--- src/rtl/max7219_chain_if.sv ---
// Frame handshake between display-content logic and the MAX7219 chain driver.
// The producer drives a whole frame plus intensity and holds it until acked.
interface max7219_chain_if #(
    parameter int DEVICES = 4
);
    logic [DEVICES*64-1:0] in_data;
    logic                  in_valid;
    logic                  in_ack;
    logic [3:0]            in_intensity;

    modport master (
        output in_data,
        output in_valid,
        output in_intensity,
        input  in_ack
    );

    modport slave (
        input  in_data,
        input  in_valid,
        input  in_intensity,
        output in_ack
    );
endinterface

--- src/rtl/max7219_chain.sv ---
// Serial driver for a daisy chain of MAX7219 8x8 LED drivers (config, then rows).
// Optional MAX7219_REINIT_EN: re-send the full config sequence before every frame.
module max7219_chain #(
    parameter int DEVICES       = 4,
    parameter int CLOCK_DIVIDER = 2,
    parameter int INTENSITY_W   = 4
) (
    input  logic           clock,
    input  logic           reset_n,
    max7219_chain_if.slave bus,
    output logic           busy,
    output logic           out_data,
    output logic           out_clock,
    output logic           out_load
);
    localparam int N  = DEVICES * 16;
    localparam int BW = $clog2(N + 1);
    localparam int DW = $clog2(CLOCK_DIVIDER + 1);
    localparam logic [BW-1:0] BIT_LAST = BW'(N - 1);
    localparam logic [DW-1:0] DIV_LAST = DW'(CLOCK_DIVIDER - 1);

    typedef enum logic [1:0] {
        S_INIT, S_IDLE, S_INTEN, S_ROW
    } state_t;

    typedef enum logic [2:0] {
        P_HOLD, P_LOW, P_HIGH, P_LOAD, P_GAP
    } phase_t;

    state_t                 state;
    phase_t                 phase;
    logic [DW-1:0]          div;
    logic [BW-1:0]          bits;
    logic [N-1:0]           sreg;
    logic [2:0]             cfg_idx;
    logic [2:0]             row;
    logic [DEVICES*64-1:0]  snap;
    logic [INTENSITY_W-1:0] snap_int;
    logic [INTENSITY_W-1:0] last_int;
`ifdef MAX7219_REINIT_EN
    logic                   frame_on;
`endif

    logic                   launch;
    logic [N-1:0]           lw;
    state_t                 ls;
    logic [2:0]             lcfg;
    logic [2:0]             lrow;
    logic                   lint_wr;
    logic [INTENSITY_W-1:0] lint_val;

    function automatic logic [N-1:0] cfg_word(
        input logic [2:0]             idx,
        input logic [INTENSITY_W-1:0] i
    );
        logic [15:0] w;
        w = 16'h0C01;
        unique case (idx)
            3'd0:    w = 16'h0F00;
            3'd1:    w = 16'h0900;
            3'd2:    w = 16'h0B07;
            3'd3:    w = {8'h0A, 8'(i)};
            default: w = 16'h0C01;
        endcase
        return {DEVICES{w}};
    endfunction

    // Device 0 sits in the low word so it leaves the shifter last.
    function automatic logic [N-1:0] row_word(
        input logic [DEVICES*64-1:0] f,
        input logic [2:0]            r
    );
        logic [N-1:0] w;
        w = '0;
        for (int d = 0; d < DEVICES; d++) begin
            w[d*16 +: 16] = {4'h0, {1'b0, r} + 4'd1,
                             f[d*64 + int'(r)*8 +: 8]};
        end
        return w;
    endfunction

    assign bus.in_ack = (state == S_IDLE) && (phase == P_HOLD)
                        && bus.in_valid;

    // Picks the next transaction at boot, at frame capture or after a gap.
    always_comb begin
        launch   = 1'b0;
        lw       = '0;
        ls       = state;
        lcfg     = cfg_idx;
        lrow     = row;
        lint_wr  = 1'b0;
        lint_val = snap_int;
        if (phase == P_HOLD) begin
            if (state == S_INIT) begin
                launch = 1'b1;
                lcfg   = 3'd0;
                lw     = cfg_word(3'd0, bus.in_intensity);
            end else if (state == S_IDLE && bus.in_valid) begin
                launch = 1'b1;
`ifdef MAX7219_REINIT_EN
                ls   = S_INIT;
                lcfg = 3'd0;
                lw   = cfg_word(3'd0, bus.in_intensity);
`else
                if (bus.in_intensity != last_int) begin
                    ls       = S_INTEN;
                    lw       = cfg_word(3'd3, bus.in_intensity);
                    lint_wr  = 1'b1;
                    lint_val = bus.in_intensity;
                end else begin
                    ls   = S_ROW;
                    lrow = 3'd0;
                    lw   = row_word(bus.in_data, 3'd0);
                end
`endif
            end
        end else if (phase == P_GAP) begin
            unique case (state)
                S_INIT: begin
                    if (cfg_idx != 3'd4) begin
                        launch  = 1'b1;
                        lcfg    = cfg_idx + 3'd1;
                        lw      = cfg_word(cfg_idx + 3'd1, snap_int);
                        lint_wr = (cfg_idx == 3'd2);
                    end
`ifdef MAX7219_REINIT_EN
                    else if (frame_on) begin
                        launch = 1'b1;
                        ls     = S_ROW;
                        lrow   = 3'd0;
                        lw     = row_word(snap, 3'd0);
                    end
`endif
                end
                S_INTEN: begin
                    launch = 1'b1;
                    ls     = S_ROW;
                    lrow   = 3'd0;
                    lw     = row_word(snap, 3'd0);
                end
                S_ROW: begin
                    if (row != 3'd7) begin
                        launch = 1'b1;
                        lrow   = row + 3'd1;
                        lw     = row_word(snap, row + 3'd1);
                    end
                end
                default: ;
            endcase
        end
    end

    always_ff @(posedge clock or negedge reset_n) begin
        if (!reset_n) begin
            state     <= S_INIT;
            phase     <= P_HOLD;
            div       <= '0;
            bits      <= '0;
            sreg      <= '0;
            cfg_idx   <= '0;
            row       <= '0;
            snap      <= '0;
            snap_int  <= '0;
            last_int  <= '0;
            busy      <= 1'b1;
            out_data  <= 1'b0;
            out_clock <= 1'b0;
            out_load  <= 1'b0;
`ifdef MAX7219_REINIT_EN
            frame_on  <= 1'b0;
`endif
        end else begin
            if (lint_wr) last_int <= lint_val;
            if (phase == P_HOLD && launch) snap_int <= bus.in_intensity;
            if (state == S_IDLE && launch) begin
                snap <= bus.in_data;
`ifdef MAX7219_REINIT_EN
                frame_on <= 1'b1;
`endif
            end
            unique case (phase)
                P_HOLD, P_GAP: begin
                    if (launch) begin
                        state    <= ls;
                        cfg_idx  <= lcfg;
                        row      <= lrow;
                        sreg     <= lw;
                        out_data <= lw[N-1];
                        div      <= '0;
                        bits     <= '0;
                        phase    <= P_LOW;
                        busy     <= 1'b1;
                    end else if (phase == P_GAP) begin
                        state <= S_IDLE;
                        phase <= P_HOLD;
                        busy  <= 1'b0;
`ifdef MAX7219_REINIT_EN
                        frame_on <= 1'b0;
`endif
                    end
                end
                P_LOW: begin
                    if (div == DIV_LAST) begin
                        div       <= '0;
                        out_clock <= 1'b1;
                        phase     <= P_HIGH;
                    end else begin
                        div <= div + DW'(1);
                    end
                end
                P_HIGH: begin
                    if (div == DIV_LAST) begin
                        div       <= '0;
                        out_clock <= 1'b0;
                        if (bits == BIT_LAST) begin
                            out_data <= 1'b0;
                            out_load <= 1'b1;
                            phase    <= P_LOAD;
                        end else begin
                            bits     <= bits + BW'(1);
                            sreg     <= {sreg[N-2:0], 1'b0};
                            out_data <= sreg[N-2];
                            phase    <= P_LOW;
                        end
                    end else begin
                        div <= div + DW'(1);
                    end
                end
                P_LOAD: begin
                    if (div == DIV_LAST) begin
                        div      <= '0;
                        out_load <= 1'b0;
                        phase    <= P_GAP;
                    end else begin
                        div <= div + DW'(1);
                    end
                end
                default: phase <= P_HOLD;
            endcase
        end
    end
endmodule

--- src/flat_wrapper.sv ---
// flat-port wrapper written by rule: the top's interface ports become plain ports
module max7219_chain_flat 
#(
    parameter int DEVICES       = 4,
    parameter int CLOCK_DIVIDER = 2,
    parameter int INTENSITY_W   = 4
)
  (clock, reset_n, busy, out_data, out_clock, out_load, bus_in_data, bus_in_valid, bus_in_intensity, bus_in_ack);
  max7219_chain_if #(.DEVICES(DEVICES)) bus_i ();
  input  logic clock;
  input  logic reset_n;
  output logic busy;
  output logic out_data;
  output logic out_clock;
  output logic out_load;
  input wire logic [$bits(bus_i.in_data)-1:0] bus_in_data;
  input wire logic [$bits(bus_i.in_valid)-1:0] bus_in_valid;
  input wire logic [$bits(bus_i.in_intensity)-1:0] bus_in_intensity;
  output wire logic [$bits(bus_i.in_ack)-1:0] bus_in_ack;
  assign bus_i.in_data = bus_in_data;
  assign bus_i.in_valid = bus_in_valid;
  assign bus_i.in_intensity = bus_in_intensity;
  assign bus_in_ack = bus_i.in_ack;
  max7219_chain #(.DEVICES(DEVICES), .CLOCK_DIVIDER(CLOCK_DIVIDER), .INTENSITY_W(INTENSITY_W)) u_core (.clock(clock), .reset_n(reset_n), .bus(bus_i), .busy(busy), .out_data(out_data), .out_clock(out_clock), .out_load(out_load));
endmodule
--- config.mk ---
export PLATFORM = sky130hd
export DESIGN_NAME = max7219_chain_flat
export DESIGN_NICKNAME = d
export VERILOG_FILES = /design/src/rtl/max7219_chain_if.sv /design/src/rtl/max7219_chain.sv /design/src/flat_wrapper.sv
export SDC_FILE = /design/constraint.sdc
export NUM_CORES = 1
export LEC_CHECK = 0
export ABC_CLOCK_PERIOD_IN_PS = 3320
export CAP_MARGIN = 10
export CORE_MARGIN = 10
export CORE_UTILIZATION = 40
export CTS_CLUSTER_DIAMETER = 60
export DETAILED_ROUTE_END_ITERATION = 10
export HOLD_SLACK_MARGIN = 0.05
export SLEW_MARGIN = 40
export SYNTH_ARGS = -nofsm -noshare
export SYNTH_HDL_FRONTEND = slang
export SYNTH_SLANG_ARGS = --single-unit
--- constraint.sdc ---
create_clock -name clock -period 3.32 [get_ports clock]
set_input_delay 0.332 -clock clock [delete_from_list [all_inputs] [get_ports clock]]
set_output_delay 0.332 -clock clock [all_outputs]
set_load 0.02 [all_outputs]
# Yosys cells after proc, flatten, opt, wreduce, memory -nomap -nowiden
# Cells that the tools add are included.
[op_classes]
add_sub_neg = 8
n_eq_ne = 30
reduce_logical = 28
mux = 77
shifts = 4
[op_table]
columns = ["op", "count"]
rows = [
  ["256-bit by 32-bit indexed part select with 8-bit output", 3],
  ["64-bit 2-to-1 mux", 5],
  ["256-bit by 7-bit indexed part select with 8-bit output", 1],
  ["64-bit case mux with 3 select lines", 1],
  ["63-bit 2-to-1 mux", 3],
  ["63-bit case mux with 2 select lines", 1],
  ["60-bit 2-to-1 mux", 2],
  ["3-bit 2-to-1 mux", 16],
  ["11-bit case mux with 4 select lines", 1],
  ["1-bit 2-to-1 mux", 23],
  ["7-bit 2-to-1 mux", 3],
  ["2-bit 2-to-1 mux", 10],
  ["8-bit by 6-bit adder with 9-bit output, first input constant", 2],
  ["4-bit 2-to-1 mux", 4],
  ["3-bit by 2-bit == test with 1-bit output, second input constant", 5],
  ["3-bit inequality test, second input constant", 5],
  ["7-bit case mux with 2 select lines", 1],
  ["2-bit nonzero test", 7],
  ["3-bit case mux with 4 select lines", 1],
  ["4-bit AND reduction", 3],
  ["2-bit by 1-bit inequality test with 1-bit output, second input constant", 5],
  ["7-bit by 6-bit adder with 8-bit output, first input constant", 1],
  ["2-bit inequality test, second input constant", 4],
  ["8-bit AND reduction", 1],
  ["25 further kinds", 39],
]
[totals]
ff_bits = 351

# Depth between registers and ports, before layout
# Gate-level depths: netlist (run 1).
[logic_depth]
ltp_word = 9
ltp_mapped = 12
depth_no_buf = 7

# Worst setup path before layout (run 1)
# No wires, ideal clock.
[synth_path]
path_kind = "register -> register"
start = "register u_core.row[0]"
end = "register u_core.sreg[18]"
path_stages_with_launch = 12
required_ns = 3.182
path_buffers = 4
setup_slack_ns = 0.483
synth_period_minus_slack_ns = 2.837
arrival_ns = 2.699
path_cell_list = "dfrtp_1 -> buf_2 -> buf_2 -> inv_1 -> ha_1 -> clkbuf_1 -> clkbuf_1 -> mux2_2 -> o22ai_1 -> nor2_1 -> a221oi_1 -> a211oi_1"
[synth_between]
elab_chain_cells = 9
elab_cells_between_ends = 16
cone_classes = "2 x add/sub; 2 x eq/ne; 1 x shift; 10 x mux; 1 x reduce/logical"
[synth_rtl]
columns = ["element", "line_no", "rtl"]
rows = [
  ["start, declared", "max7219_chain.sv:36", "logic [2:0] row;"],
  ["start signal, assigned", "max7219_chain.sv:187", "row <= lrow;"],
  ["3-bit by 1-bit adder with 3-bit output", "max7219_chain.sv:146", "lw = row_word(snap, row + 3'd1);"],
  ["7-bit by 6-bit adder with 8-bit output", "max7219_chain.sv:77", "f[d*64 + int'(r)*8 +: 8]};"],
  ["256-bit by 32-bit indexed part select with 8-bit output", "max7219_chain.sv:77", ""],
  ["60-bit 2-to-1 mux", "max7219_chain.sv:143", "if (row != 3'd7) begin"],
  ["64-bit case mux with 3 select lines", "max7219_chain.sv:119", "unique case (state)"],
  ["64-bit 2-to-1 mux", "max7219_chain.sv:118", "end else if (phase == P_GAP) begin"],
  ["64-bit 2-to-1 mux", "max7219_chain.sv:94", "if (phase == P_HOLD) begin"],
  ["63-bit 2-to-1 mux", "max7219_chain.sv:184", "if (launch) begin"],
  ["63-bit case mux with 2 select lines", "max7219_chain.sv:182", "unique case (phase)"],
  ["end signal, assigned", "max7219_chain.sv:188", "sreg <= lw;"],
  ["end signal, assigned", "max7219_chain.sv:222", "sreg <= {sreg[N-2:0], 1'b0};"],
  ["end, declared", "max7219_chain.sv:34", "logic [N-1:0] sreg;"],
]
# Parallel ways exist; a longest one is shown, timed or not. The select of a mux whose other input is x is not followed.
# A chain may end at the register's enable or synchronous reset.

# Worst setup path after layout (run 1)
[layout_path]
start = "register u_core.state[0]"
end = "output port bus_in_ack"
[layout_between]
elab_chain_cells = 3
[layout_rtl]
columns = ["element", "line_no", "rtl"]
rows = [
  ["start, declared", "max7219_chain.sv:30", "state_t state;"],
  ["start signal, assigned", "max7219_chain.sv:185", "state <= ls;"],
  ["2-bit by 1-bit == test with 1-bit output", "max7219_chain.sv:82", "assign bus.in_ack = (state == S_IDLE) && (phase == P_HOLD)"],
  ["1-bit logical AND", "max7219_chain.sv:82", ""],
  ["1-bit logical AND", "max7219_chain.sv:83", "&& bus.in_valid;"],
  ["end, declared", "flat_wrapper.sv:19", "output wire logic [$bits(bus_i.in_ack)-1:0] bus_in_ack;"],
]
# Every way passes these cells.

==> summary.txt, run 1 <==
OUTCOME
---------------------------------------------------------------------------------
Result of the run ..................................................    completed

STA
---------------------------------------------------------------------------------
Unrepaired setup endpoints after global routing ....................        false
Count of final setup violators .....................................            0
Count of pins over their slew limit ................................            0
Max Clock Skew .....................................................      20.4 ps
Final Hold Fails ...................................................            0
Fmax ...............................................................      331 MHz
Final Cycle Share ..................................................        0.909
Minimum clock period after layout ..................................      3020 ps
Setup TNS ..........................................................         0 ps
Headroom to the max-slew limit .....................................        0.380
Worst slew pin tran ................................................       930 ps

CRITICAL PATH
---------------------------------------------------------------------------------
Largest delay contributor family on the critical path .............. buffers and inverters
WP data arrival ....................................................      2690 ps
CP Capture Type .................................................... primary output
Critical-path cell list ............................................ and3b_1 > nand2_4 > inv_6 > clkdlybuf4s50_1
Biggest cell delay along the critical path .........................       710 ps
Type of origin of the critical path ................................     register
Data required, critical path .......................................      2990 ps
Critical path's slowest cell ....................................... sky130_fd_sc_hd__clkdlybuf4s50_1
Crit Path Max Fanout ...............................................           22
Crit Path Category .................................................   reg -> out
Crit path buffers/inverters ........................................            2

ROUTING
---------------------------------------------------------------------------------
Iter 0 DRT Violations ..............................................         1233
TritonRoute pass-1 iters ...........................................            5
Mean number of vias per cell .......................................         5.35
Total number of vias ...............................................        14041
WL final ...........................................................      55.1 mm
Detail Route Antenna Nets ..........................................            0
Post-route DRC violation count .....................................            0
Final routed wire length divided by cell count .....................      21.0 um

FLOORPLAN
---------------------------------------------------------------------------------
Total Die Area .....................................................    50200 um2
Area of the placeable core .........................................    41000 um2
Number of top-level pins ...........................................          268
Horizontal die dimension ...........................................       224 um
FP Rows ............................................................           74
Die Span Y .........................................................       224 um
Effective utilization at floorplan .................................        0.406

CELLS AND AREA
---------------------------------------------------------------------------------
Fraction of final layout cells sized beyond drive strength 1 .......        0.117
Most common library cell in the layout ignoring fill and taps ...... sky130_fd_sc_hd__nand2_1
Number of fillers in the final layout ..............................         3752
Final Core Density .................................................        0.521
Most frequent cells in the layout .................................. sky130_fd_sc_hd__nand2_1 (805), sky130_fd_sc_hd__dfrtp_1 (349), sky130_fd_sc_hd__clkdlybuf4s50_1 (266)
Fin area ...........................................................    21400 um2
Area Overhead vs Synth .............................................        28.4%
Layout net count ...................................................         2332

CLOCK TREE
---------------------------------------------------------------------------------
Insertion delay to the later sink of the worst-skew pair ...........       560 ps
Cell chosen for the clock root ..................................... sky130_fd_sc_hd__clkbuf_16
Clock tree from TritonCTS ..........................................          yes
Maximum level of the CTS H-tree ....................................            2
Count of buffers added by post-CTS timing repair for setup .........            0
Number of CTS-inserted buffers .....................................           41
Total number of clock tree sinks ...................................          351
Post-CTS resize count ..............................................            0
Clock-pin transition on the worst setup and hold timing paths ......        60 ps
Buffers from clock root to sink, at most ...........................            3
CTS Hold Buffers Added .............................................            1

GLOBAL ROUTE
---------------------------------------------------------------------------------
First-pass GRT wire length .........................................      85.6 mm
GR Util All Layers .................................................        0.218
Antenna violations before repair ...................................            3
Sum of overflow across all layers after global routing .............            0
Maximum number of pins on one net before global-route repair .......          178
Number of global-route vias before repair ..........................        14386

POWER
---------------------------------------------------------------------------------
Power share of the clock group .....................................        0.489
Logic pwr share ....................................................        0.049
Sequential Power Share .............................................        0.462
Maximum vdd drop ...................................................   0.000305 V
Total power per unit cell area .....................................   433 nW/um2
Leak pwr ...........................................................      10.4 nW
Net switching power ................................................    0.00197 W
Cell Int Power .....................................................    0.00730 W
Switching part of the total ........................................        0.213

YOSYS
---------------------------------------------------------------------------------
Synth Flop Type .................................................... sky130_fd_sc_hd__dfrtp_1
Fraction of synthesis flops using an asynchronous set or reset pin .         1.00
Fraction of the mapped netlist area in adder cells .................      0.00676
Post-synth EDFFs ...................................................            0
Area of the mapped netlist .........................................    16700 um2
Fraction of the yosys area taken by sequential cells ...............        0.527
Unique cell type count in the Yosys netlist ........................           70
Ys Warns ...........................................................            0
Multiplexer area fraction after synthesis ..........................        0.104
Synthesized-area fraction occupied by ao, oa, aoi and oai cells ....       0.0922
Net count after synthesis ..........................................         2095
Area share of and/or/nand/nor cells after synthesis ................        0.234
Synthesized area divided by synthesized cell count .................     9.14 um2
Largest family of logic cells by synthesized area .................. simple AND/OR/NAND/NOR gates
Number of synthesized register bits ................................          351
Xor-xnor portion of the synthesized cell area ......................      0.00316
Instance count of the mapped netlist ...............................         1823

JOB
---------------------------------------------------------------------------------
Number of maximum-capacitance violations ...........................            0

PLACEMENT
---------------------------------------------------------------------------------
Half-perimeter wire length after detailed placement ................      40.0 mm
Placed cell area ...................................................    20000 um2
PortBufs ...........................................................          267
Routability congestion estimate ....................................        0.877

MIN PATH
---------------------------------------------------------------------------------
Worst hold-check path type .........................................    in -> reg

## cell usage after synthesis, drive strengths merged, types with 2 or more instances
cell type,count,share of area
inv,9,0.0020
nor3,33,0.010
nor2b,5,0.0019
o22ai,68,0.026
mux2,76,0.051
dfrtp,350,0.53
nand2,807,0.18
a32o,2,0.0012
nor3b,3,0.0023
a32oi,5,0.0031
nand2b,12,0.0045
ha,9,0.0068
o32a,4,0.0024
mux2i,16,0.0096
a21oi,50,0.015
a21o,3,0.0014
buf,30,0.0092
o21ai,32,0.0098
nor2,55,0.012
a22o,16,0.0084
or3,3,0.0011
xnor2,5,0.0026
a211oi,11,0.0050
clkbuf,92,0.021
o211ai,2,0.00090
mux4,32,0.043
o21bai,2,0.00090
nand3,22,0.0066
nor4,2,0.0011
and2,16,0.0060
a221oi,7,0.0037
o22a,9,0.0047
o311a,2,0.0012
or2,2,0.00075
a31oi,9,0.0034
## flip-flops by register name, summed over array words and instances, names as in the netlist, 3 cells and up
name	count
u_core.bits	7
u_core.cfg_idx	3
u_core.snap_int	4
u_core.row	3
u_core.snap	256
u_core.sreg	63
u_core.phase	3
u_core.last_int	4
## power by group through the flow
stage | Clock, W | Combinational, W | Sequential (W)
3_5_place_dp | 0 | 0.000461 | 0.00436
3_3_place_gp | 0 | 0.000462 | 0.00436
6_report | 0.00453 | 0.000455 | 0.00428
5_1_grt | 0.00479 | 0.000489 | 0.00428
2_1_floorplan | 0 | 0.00000849 | 0.00436
4_1_cts | 0.00462 | 0.000465 | 0.00428
## per-stage QoR
stage	total power, W	setup WS, ps	instances	hold WS (ps)
6_report	0.00927	302	2624	293
4_1_cts	0.00936	278	2622	268
5_1_grt	0.00955	103	2624	286
3_5_place_dp	0.00482	573	2548	326
2_1_floorplan	0.00437	483	1823	36.4
3_3_place_gp	0.00482	600	2548	331
## layer usage
metal / track usage / part of all wire / vias up
met4: 0.0656 / 0.025 / 2
met5: 0 / 0.00016 / -
met1: 0.296 / 0.45 / 6911
met2: 0.337 / 0.45 / 463
met3: 0.0546 / 0.073 / 93
li1: - / - / 6572
## final timing paths
kind                                             startpoint                            to  slack (ps)  cells past startpoint
worst max register to register    u_core.row[1]$_DFFE_PN0P_   u_core.sreg[55]$_DFFE_PN0P_         600                      8
max in group asynchronous                           reset_n   u_core.snap[37]$_DFFE_PN0P_        2140                      3
worst min register to register      u_core.busy$_DFFE_PN1P_       u_core.busy$_DFFE_PN1P_         460                      2
worst max-delay path            u_core.state[0]$_DFFE_PN0P_                    bus_in_ack         300                      4
min in group asynchronous                           reset_n   u_core.snap[22]$_DFFE_PN0P_         330                      2
worst min-delay path                       bus_in_data[210]  u_core.snap[210]$_DFFE_PN0P_         290                      3
## cells by family (layout without fill, tap and decap cells)
| kind of cell | after synthesis | in the layout |
|---|---|---|
| AOI/OAI and AO/OA | 232 | 232 |
| xor gates and xnor gates | 6 | 6 |
| adders and majority gates | 9 | 9 |
| buffers and inverters | 131 | 398 |
| DFF | 351 | 351 |
| muxes | 124 | 124 |
| other | 0 | 2 |
| and+or+nand+nor | 970 | 970 |
## worst min-delay path: stages
cell and delay (ps):
sky130_fd_sc_hd__clkdlybuf4s50_1 390, sky130_fd_sc_hd__nand2_1 50, sky130_fd_sc_hd__nand2_1 40
## layout make-up
type | count | area (um2) | area share
multi-input cells | 1341 | 7390 | 0.346
well taps | 532 | 666 | 0.0311
flip-flops and latches | 351 | 8790 | 0.411
clock inverters | 9 | 77.6 | 0.00363
inverters | 9 | 38.8 | 0.00181
repair buffers | 316 | 3140 | 0.147
diodes | 2 | 5.00 | 0.000234
clock buffers | 64 | 1280 | 0.0601
(Power assumes the default switching activity.)
==> inputs of run 2 (changes only) <==
--- a/config.mk
+++ b/config.mk
@@ -7,7 +7,6 @@
 export LEC_CHECK = 0
 export ABC_CLOCK_PERIOD_IN_PS = 3320
 export CAP_MARGIN = 10
-export CORE_MARGIN = 10
 export CORE_UTILIZATION = 40
 export CTS_CLUSTER_DIAMETER = 60
 export DETAILED_ROUTE_END_ITERATION = 10
==> summary.txt, run 2 (same netlist as run 1, synthesis figures left out) <==
CRITICAL PATH
----------------------------------------------------------------------------
WP data arrival ...............................................      2580 ps
Crit Path Max Fanout ..........................................           11
Startpoint of the worst setup timing path ..................... u_core.phase[0]$_DFFE_PN0P_
Biggest cell delay along the critical path ....................       720 ps
Type of origin of the critical path ...........................     register
CP Capture Type ............................................... primary output
Critical path's slowest cell .................................. sky130_fd_sc_hd__clkdlybuf4s50_1
Data required, critical path ..................................      2990 ps
Crit Path Category ............................................   reg -> out
Reg2reg start ................................................. u_core.row[0]$_DFFE_PN0P_
Critical-path cell list ....................................... buf_4 > nor3_4 > nand2_4 > inv_8 > clkdlybuf4s50_1

GLOBAL ROUTE
----------------------------------------------------------------------------
Sum of overflow across all layers after global routing ........            0
Met2 usage ....................................................        0.387
GRT met1 Usage ................................................        0.361
Fraction of met3 tracks used by global routing ................       0.0304
Busiest grt layer .............................................         met2
Antenna violations before repair ..............................            2
Number of global-route vias before repair .....................        14195
Maximum number of pins on one net before global-route repair ..          162
First-pass GRT wire length ....................................      80.7 mm
GR Util All Layers ............................................        0.249

FLOORPLAN
----------------------------------------------------------------------------
Number of top-level pins ......................................          268
Horizontal die dimension ......................................       206 um
Area of the placeable core ....................................    40900 um2
FP Rows .......................................................           74
Die Span Y ....................................................       206 um
Effective utilization at floorplan ............................        0.407
Total Die Area ................................................    42500 um2

PLACEMENT
----------------------------------------------------------------------------
Placed Cells incl. Taps .......................................         2545
Routability congestion estimate ...............................        0.881
PortBufs ......................................................          267
Half-perimeter wire length after detailed placement ...........      36.2 mm

ROUTING
----------------------------------------------------------------------------
TritonRoute pass-1 iters ......................................            5
Detail Route Antenna Nets .....................................            0
Total number of vias ..........................................        13906
Post-route DRC violation count ................................            0
Mean number of vias per cell ..................................         5.31
WL final ......................................................      51.6 mm
Final routed wire length divided by cell count ................      19.7 um
Iter 0 DRT Violations .........................................         1068

CELLS AND AREA
----------------------------------------------------------------------------
Area taken by flip-flops and latches ..........................     8790 um2
Most common library cell in the layout ignoring fill and taps . sky130_fd_sc_hd__nand2_1
Layout net count ..............................................         2329
Register with the most flip-flops .............................  u_core.snap
Final Instance Count excl. Fillers ............................         2621
Area of the multi-input gates .................................     7380 um2
Most frequent cells in the layout ............................. sky130_fd_sc_hd__nand2_1 (805), sky130_fd_sc_hd__dfrtp_1 (349), sky130_fd_sc_hd__clkdlybuf4s50_1 (266)
Registers with the most flip-flops ............................ u_core.snap: 256 flops, u_core.sreg: 63 flops, u_core.bits: 7 flops
Fraction of final layout cells sized beyond drive strength 1 ..        0.116
Number of fillers in the final layout .........................         3785
Area Overhead vs Synth ........................................        28.2%
Largest register FFs ..........................................          256

STA
----------------------------------------------------------------------------
Count of final setup violators ................................            0
Max Clock Skew ................................................      24.4 ps
Fmax ..........................................................      343 MHz
Count of pins over their slew limit ...........................            0
Worst slew pin tran ...........................................       810 ps
Final Hold Fails ..............................................            0
Setup TNS .....................................................         0 ps
Final Cycle Share .............................................        0.877
Unrepaired setup endpoints after global routing ...............        false
Minimum clock period after layout .............................      2910 ps
Headroom to the max-slew limit ................................        0.460

POWER
----------------------------------------------------------------------------
Leak pwr ......................................................      10.4 nW
Total power per unit cell area ................................   434 nW/um2
Total Power Consumption .......................................    0.00928 W
Maximum vdd drop ..............................................   0.000339 V

CLOCK TREE
----------------------------------------------------------------------------
Insertion delay to the later sink of the worst-skew pair ......       560 ps
Clock tree from TritonCTS .....................................          yes
Total number of clock tree sinks ..............................          351
Buffers from clock root to sink, at most ......................            3
Maximum level of the CTS H-tree ...............................            2
Number of CTS-inserted buffers ................................           41
Clock-pin transition on the worst setup and hold timing paths .        60 ps
Cell chosen for the clock root ................................ sky130_fd_sc_hd__clkbuf_16
Count of buffers added by post-CTS timing repair for setup ....            0
Post-CTS resize count .........................................            0
CTS Hold Buffers Added ........................................            1

JOB
----------------------------------------------------------------------------
Number of maximum-capacitance violations ......................            0

MIN PATH
----------------------------------------------------------------------------
Worst hold-check path type ....................................    in -> reg
Launch point of the worst hold path ........................... bus_in_data[144]

OUTCOME
----------------------------------------------------------------------------
Result of the run .............................................    completed

==> run 2: metal layers <==
metal	vias up	share of wire
li1	6564	-
met1	6863	0.47
met2	404	0.46
met3	75	0.047
met4	0	0.027
met5	-	0
==> run 2: per-stage QoR <==
step | utilization | hold WS, ps | cell area (um2) | worst slack, ps
final | 0.522 | 301 | 21400 | 407
after global routing | 0.522 | 307 | 21400 | 327
after CTS | 0.522 | 276 | 21400 | 358
after detailed placement | 0.488 | 403 | 20000 | 574
after global placement | 0.488 | 402 | 20000 | 694
after floorplan | - | 36.4 | 16700 | 483
==> run 2: final timing paths <==
kind / endpoint / slack, ps / depth (start not counted)
max: bus_in_ack / 410 / 5
min: u_core.snap[144]$_DFFE_PN0P_ / 300 / 3
max reg2reg: u_core.sreg[35]$_DFFE_PN0P_ / 520 / 8
min reg2reg: u_core.busy$_DFFE_PN1P_ / 470 / 2
max in group asynchronous: u_core.snap[9]$_DFFE_PN0P_ / 1870 / 3
min in group asynchronous: u_core.snap[6]$_DFFE_PN0P_ / 410 / 2
==> run 2: critical path, delay by kind of cell (launching register included) <==
kind / cells / cell delay, ps
buffers and inverters: 3 / 1090
flip-flops: 1 / 580
AND/OR/NAND/NOR: 2 / 350
==> run 2: power by group <==
part           internal [W]  switching [W]  total (W)  leakage (nW)
combinational      0.000285       0.000167   0.000452          4.96
clock               0.00277        0.00178    0.00455         0.680
sequential          0.00428              0    0.00428          4.77
==> run 2: layout make-up <==
| class | count | share of cell area |
|---|---|---|
| clock buffers | 58 | 0.0566 |
| flip-flops and latches | 351 | 0.411 |
| repair buffers | 313 | 0.145 |
| clock inverters | 15 | 0.00762 |
| well taps | 532 | 0.0312 |
| multi-input cells | 1341 | 0.346 |
| diodes | 2 | 0.000234 |
| inverters | 9 | 0.00193 |
